===== src/rtl/uart_rx.sv =====
`default_nettype none
// ============================================================================
// Module   : uart_rx
// Brief    : 16x-oversampled UART receiver. Reports the data word with a done
//            strobe and a framing-error flag.
// Revision : 1.0 - initial release
// ============================================================================
module uart_rx #(
  parameter int DBIT    = 8,
  parameter int SB_TICK = 16
) (
  input  logic            clk,
  input  logic            reset,
  input  logic            rx,
  input  logic            s_tick,
  output logic [DBIT-1:0] dout,
  output logic            rx_done_tick,
  output logic            frame_err
);

  localparam int             c_NW      = (DBIT > 1) ? $clog2(DBIT) : 1;
  localparam logic [4:0]     c_SB_LAST = 5'(SB_TICK - 1);
  localparam logic [c_NW-1:0] c_N_LAST = c_NW'(DBIT - 1);

  typedef enum logic [1:0] {
    IDLE  = 2'd0,
    START = 2'd1,
    DATA  = 2'd2,
    STOP  = 2'd3
  } state_t;

  state_t            r_state, w_state_next;
  logic [4:0]        r_s_cnt, w_s_cnt_next;
  logic [c_NW-1:0]   r_n_cnt, w_n_cnt_next;
  logic [DBIT-1:0]   r_b_reg, w_b_next;
  logic              r_frame_err, w_ferr_next;
  logic              r_done, w_done_next;
  logic              r_sync1, r_rx_s;

  // Both synchronizer flops reset high so a reset never looks like a start edge.
  always_ff @(posedge clk or posedge reset) begin
    if (reset) begin
      r_sync1     <= 1'b1;
      r_rx_s      <= 1'b1;
      r_state     <= IDLE;
      r_s_cnt     <= '0;
      r_n_cnt     <= '0;
      r_b_reg     <= '0;
      r_frame_err <= 1'b0;
      r_done      <= 1'b0;
    end else begin
      r_sync1     <= rx;
      r_rx_s      <= r_sync1;
      r_state     <= w_state_next;
      r_s_cnt     <= w_s_cnt_next;
      r_n_cnt     <= w_n_cnt_next;
      r_b_reg     <= w_b_next;
      r_frame_err <= w_ferr_next;
      r_done      <= w_done_next;
    end
  end

  always_comb begin
    w_state_next = r_state;
    w_s_cnt_next = r_s_cnt;
    w_n_cnt_next = r_n_cnt;
    w_b_next     = r_b_reg;
    w_ferr_next  = r_frame_err;
    w_done_next  = 1'b0;
    case (r_state)
      IDLE: begin
        if (!r_rx_s) begin
          w_state_next = START;
          w_s_cnt_next = '0;
        end
      end
      START: begin
        if (s_tick) begin
          if (r_s_cnt == 5'd7) begin
            if (!r_rx_s) begin
              w_state_next = DATA;
              w_s_cnt_next = '0;
              w_n_cnt_next = '0;
            end else begin
              w_state_next = IDLE;
            end
          end else begin
            w_s_cnt_next = r_s_cnt + 5'd1;
          end
        end
      end
      DATA: begin
        if (s_tick) begin
          if (r_s_cnt == 5'd15) begin
            w_s_cnt_next = '0;
            w_b_next     = {r_rx_s, r_b_reg[DBIT-1:1]};
            if (r_n_cnt == c_N_LAST) w_state_next = STOP;
            else                     w_n_cnt_next = r_n_cnt + 1'b1;
          end else begin
            w_s_cnt_next = r_s_cnt + 5'd1;
          end
        end
      end
      STOP: begin
        if (s_tick) begin
          if (r_s_cnt == c_SB_LAST) begin
            w_state_next = IDLE;
            w_done_next  = 1'b1;
            w_ferr_next  = ~r_rx_s;
          end else begin
            w_s_cnt_next = r_s_cnt + 5'd1;
          end
        end
      end
      default: w_state_next = IDLE;
    endcase
  end

  assign dout         = r_b_reg;
  assign rx_done_tick = r_done;
  assign frame_err    = r_frame_err;

endmodule
`default_nettype wire


===== config.mk =====
export PLATFORM = sky130hd
export DESIGN_NAME = uart_rx
export DESIGN_NICKNAME = d
export VERILOG_FILES = /design/src/rtl/uart_rx.sv
export SDC_FILE = /design/constraint.sdc
export NUM_CORES = 1
export LEC_CHECK = 0
export CAP_MARGIN = 20
export CORE_MARGIN = 1
export CORE_UTILIZATION = 55
export DETAILED_ROUTE_END_ITERATION = 16
export GPL_TIMING_DRIVEN = 0
export PLACE_DENSITY = 0.79
export SKIP_CTS_REPAIR_TIMING = 1
export SYNTH_ARGS = -nofsm -noshare
export SYNTH_HDL_FRONTEND = slang
export SYNTH_SLANG_ARGS = --single-unit

===== constraint.sdc =====
create_clock -name clk -period 3.25 [get_ports clk]
set_input_delay 0.65 -clock clk [delete_from_list [all_inputs] [get_ports clk]]
set_output_delay 0.65 -clock clk [all_outputs]
set_load 0.01 [all_outputs]

# ---- Word level (Yosys, flattened, before mapping)
# Index checks and enable logic that the tools add are counted.
dict set report totals {
  reg_bits 22
  rom_bits 0
  mem_count 0
  ram_bits 0
  latchBits 0
  out_inout_bits 10
  elab_cells 63
}
dict set report classes {
  reduce_logical 7
  n_shift 0
  n_div 0
  order_cmp 0
  n_eq_ne 17
  add_sub_neg 2
  n_mux 28
  mul 0
  bitwise_logic 1
}
# op count
set ops {}
lappend ops {{two-way mux 5 bit} 7}
lappend ops {{!= test 2 bit (second input constant)} 11}
lappend ops {{case mux 5 bit (4 select lines)} 1}
lappend ops {{two-way mux 2 bit} 9}
lappend ops {{two-way mux 3 bit} 6}
lappend ops {{case mux 2 bit (4 select lines)} 1}
lappend ops {{AND reduction 8 bit} 1}
lappend ops {{AND reduction 7 bit} 1}
lappend ops {{case mux 3 bit (2 select lines)} 1}
lappend ops {{AND reduction 3 bit} 2}
lappend ops {{adder 5 x 1 -> 5 bit (second input constant)} 1}
lappend ops {{equality test 5 x 3 -> 1 bit (second input constant)} 1}
lappend ops {{equality test 5 x 4 -> 1 bit (second input constant)} 1}
lappend ops {{equality test 2 bit (second input constant)} 2}
lappend ops {{AND reduction 4 bit} 1}
lappend ops {{adder 3 x 1 -> 3 bit (second input constant)} 1}
lappend ops {{equality test 3 bit (second input constant)} 1}
lappend ops {{two-way mux 1 bit} 3}
lappend ops {{equality test 2 x 1 -> 1 bit (second input constant)} 1}
lappend ops {{logical NOT 2 bit} 1}
lappend ops {{nonzero test 2 bit} 1}
lappend ops {{inverter 1 bit} 1}

# ---- Longest topological paths before layout
dict set report logic_depth {
  word_depth 5
  depth_mapped 6
}

# ---- Worst setup path before layout
# Ideal clock, no wire load.
dict set report synth_timing {
  path_kind {reg-to-reg}
  startpoint {register r_s_cnt[0]}
  endpoint {register r_n_cnt[0]}
  arrival_time_ps 1559
  required_time_ps 3125
  path_stages_with_launch 6
  setup_ps 125
  path_slack_ps 1567
  path_cell_list {dfrtp_1 ha_1 and3b_4 and2_2 o21ai_0 mux2_2}
}
dict set report synth_via {
  elab_chain_cells 3
  elab_cells_between_ends 5
  cone_classes {4 x eq/ne; 1 x reduce/logical}
}
# item line
set synth_rtl {}
lappend synth_rtl {{start, declared} 33} ;# logic [4:0] r_s_cnt, w_s_cnt_next;
lappend synth_rtl {{start signal, assigned} 55} ;# r_s_cnt <= w_s_cnt_next;
lappend synth_rtl {{equality test 5 x 4 -> 1 bit or equality test 5 x 3 -> 1 bit (tied branches)} {94, 79}}
lappend synth_rtl {{!= test 2 bit (no line)} --}
lappend synth_rtl {{AND reduction 7 bit (no line) *} --}
lappend synth_rtl {{end signal, assigned} 56} ;# r_n_cnt <= w_n_cnt_next;
lappend synth_rtl {{end, declared} 34} ;# logic [c_NW-1:0] r_n_cnt, w_n_cnt_next;
# Every way passes the cells marked *; elsewhere a longest branch is shown, timed or not.
# A chain may end at the register's enable or synchronous reset.

# ---- Worst setup path after layout
dict set report layout_timing {
  startpoint {input s_tick}
  endpoint {register r_s_cnt[2]}
}
dict set report layout_via {
  elab_chain_cells 2
  elab_cells_between_ends 4
  cone_classes {3 x eq/ne; 1 x reduce/logical}
}
# item line
set layout_rtl {}
lappend layout_rtl {{start, declared} 15} ;# input logic s_tick,
lappend layout_rtl {{!= test 2 bit (no line)} --}
lappend layout_rtl {{AND reduction 4 bit (no line) *} --}
# Marks and branches as above.

==> results.yml <==
yosys:
  netlist.top_cell.by_area: "dfrtp_1"
  yosysWarnings: 0
  synth_top_area_frac: 0.457
  syn-num-nets: 103
  synth_flop_cell: "dfrtp_1"
  ys_ff_latch: 22
  synth_area_leaders: "dfrtp_1 46%, mux2_2 11%, dfstp_2 4.8%"
  yosysUniqueCellTypes: 36
  syn_avg_cell_area_sq_um: 11.5
  synth_commonest_cells: "20 x dfrtp_1, 11 x mux2_2, 7 x inv_1"
  synth-edff-count: 0
  async_reset_ff_frac: 1.00
  synth_most_common_cell: "dfrtp_1"
  synth_seq_area_share: 0.505
  postSynthCellCount: 95
  synth_area_sq_um: 1100
cells_and_area:
  areaGrowthSynthToFinish_pct: 18.0
  fillers: 149
  layout-drive-gt1-share: 0.223
  stdcell_area_sq_um: 1290
  diodes: 0
  layout.nets: 121
  stdcell_count: 137
critical_path:
  reg2reg_slack_ns: 1.40
  endpoint_kind: "flop"
  critPathLaunchType: "input pin"
  slowest_stage: "clkdlybuf4s50_1"
  reg2reg_to: "dout[5]$_DFFE_PP0P_"
  slowest_delay_ns: 0.59
  worst-path-buf-inv: 1
  crit_required_ns: 3.46
  crit_type: "in2reg"
  r2r-start: "r_s_cnt[0]$_DFFE_PP0P_"
  rr_worst_depth: 5
  crit_family: "compound AO/OA/AOI/OAI gates"
  crit_fanout: 5
  cp.arrival_ns: 2.13
  cp_cell_sequence: "clkdlybuf4s50_1, o21bai_1, o31ai_1, a21o_1, a211o_2"
clock_network:
  root_buffer: "clkbuf_4"
  cts_max_path_buffers: 2
  cts_buffers: 3
  clk_latency_ns: 0.31
  h-tree-depth: 1
  cts.clk_slew.worst_paths_ns: 0.12
  cts_tree: "yes"
  cts_sinks: 22
pwr:
  p_leak_nw: 0.601
  sw_frac_of_total: 0.352
  seqPwrFrac: 0.457
  power_frac_comb: 0.364
  vdd_ir_drop_max_uv: 447
  p_int_uw: 546
  power_density_nw_per_um2: 651
  switchingPower_uw: 297
  pwr-share-clk: 0.178
timing:
  rsz0062_at_grt: "false"
  setup_viol: 0
  hold_viol: 0
  min_period_over_period: 0.590
  worst_pin_slew_ns: 0.781
  slew_headroom: 0.479
  max_freq_mhz: 521
  layout_min_cycle_time_ns: 1.92
  skew_ns: 0.00396
  fin_setup_tns_ns: 0
  slew_violations: 0
global_routing:
  grt_pass1_vias: 748
  antenna_found_initial: 0
  grt_max_degree: 23
  grt_pass1_wl_um: 3180
  grt_overflow: 0
  grt_usage: 0.215
floorplan:
  start_util: 0.608
  die_h_um: 46.6
  coreArea_sq_um: 1800
  rows: 15
  die_area_sq_um: 2180
  die_x_um: 46.6
  io_pins: 14
routing:
  wl_per_cell_um: 13.8
  vias: 766
  remaining_drc_errors: 0
  firstDrtPassIters: 4
  viasPerCell: 5.59
  routed_wl_um: 1890
  postRouteAntennaNets: 0
  dr.first_iter.drc_count: 11
placement:
  dp_hpwl_um: 1390
  gp_congestion: 0.779
  dp_cells: 133
  placed_area_sq_um: 1260
  port-buffer-count: 13
job:
  drv_cap: 0
hold_path:
  min_path_type: "reg2reg"
  holdPathStages: 0
  hold_start: "r_sync1$_DFF_PP1_"
  holdPathEnd: "r_rx_s$_DFF_PP1_"
run_status:
  run_status: "finished, final reports clean"
## cell usage in the layout (no fill, tap or decap), types with 2 or more instances in the layout
cell type / Yosys / routed
nor2_1: 2 / 2
dfrtp_1: 20 / 20
nand2_1: 5 / 5
clkbuf_4: 0 / 3
o21ai_0: 5 / 5
mux2_2: 11 / 11
nor4_1: 2 / 2
dfstp_2: 2 / 2
a31oi_1: 2 / 2
inv_1: 7 / 7
a21oi_1: 3 / 3
clkdlybuf4s50_1: 0 / 13
ha_1: 4 / 4
nor3_1: 5 / 5
mux2i_1: 2 / 2
nand3_1: 3 / 3
## registers in the layout (all words and copies together), names as in the netlist, named ones only
name          count
r_rx_s            1
rx_done_tick      1
r_sync1           1
frame_err         1
r_state           1
r_n_cnt           3
dout              8
r_s_cnt           5
## through the flow
| step | setup slack [ns] | hold WS (ns) | util | total power [mW] |
|---|---|---|---|---|
| after floorplan | 1.57 | 0.345 | - | 0.625 |
| after global placement | 1.05 | 0.347 | 0.698 | 0.683 |
| after detailed placement | 1.01 | 0.353 | 0.698 | 0.698 |
| after CTS | 1.34 | 0.374 | 0.718 | 0.848 |
| after global routing | 1.27 | 0.374 | 0.718 | 0.911 |
| final | 1.33 | 0.373 | 0.718 | 0.843 |
## routing by layer
layer,vias up,share of wire,GRT usage
met2,9,0.49,0.369
met4,0,0.016,0.0686
met5,-,0,0
li1,381,-,-
met3,5,0.023,0.0471
met1,371,0.47,0.268
## power by group through the flow
stage	combinational (mW)	sequential, mW	clock (mW)
after CTS	0.309	0.385	0.154
after global routing	0.352	0.394	0.165
after detailed placement	0.308	0.391	0
after global placement	0.296	0.387	0
after floorplan	0.243	0.382	0
final	0.307	0.385	0.150
## worst max path at each step
| stage | slack [ns] | start | cells after the start | end |
|---|---|---|---|---|
| floorplan | 1.57 | r_s_cnt[0]$_DFFE_PP0P_ | 5 | r_n_cnt[0]$_DFFE_PP0P_ |
| global placement | 1.05 | s_tick | 4 | dout[5]$_DFFE_PP0P_ |
| detailed placement | 1.01 | s_tick | 5 | r_s_cnt[2]$_DFFE_PP0P_ |
| CTS | 1.34 | dout[5]$_DFFE_PP0P_ | 1 | dout[5] |
| global route | 1.27 | r_s_cnt[0]$_DFFE_PP0P_ | 5 | dout[7]$_DFFE_PP0P_ |
| finish | 1.33 | s_tick | 5 | r_s_cnt[2]$_DFFE_PP0P_ |
## area by class of cell
cell class,count,area (sq um),share of cell area
buffer,3,20.0,0.0155
clock buffer,4,36.3,0.0280
inverter,7,26.3,0.0203
multi-input combinational,63,497,0.384
sequential,22,553,0.427
tap,25,31.3,0.0242
timing repair buffer,13,130,0.101
## cell families after synthesis
kind of cell / Yosys count / share of synthesized area
flip-flops: 22 / 0.505
AO/OA/AOI/OAI: 19 / 0.116
adder cells (fa/ha/maj): 4 / 0.0457
multiplexers: 13 / 0.131
AND/OR/NAND/NOR: 27 / 0.160
buffers and inverters: 10 / 0.0422
No activity file was read; power rests on OpenSTA's default activity.
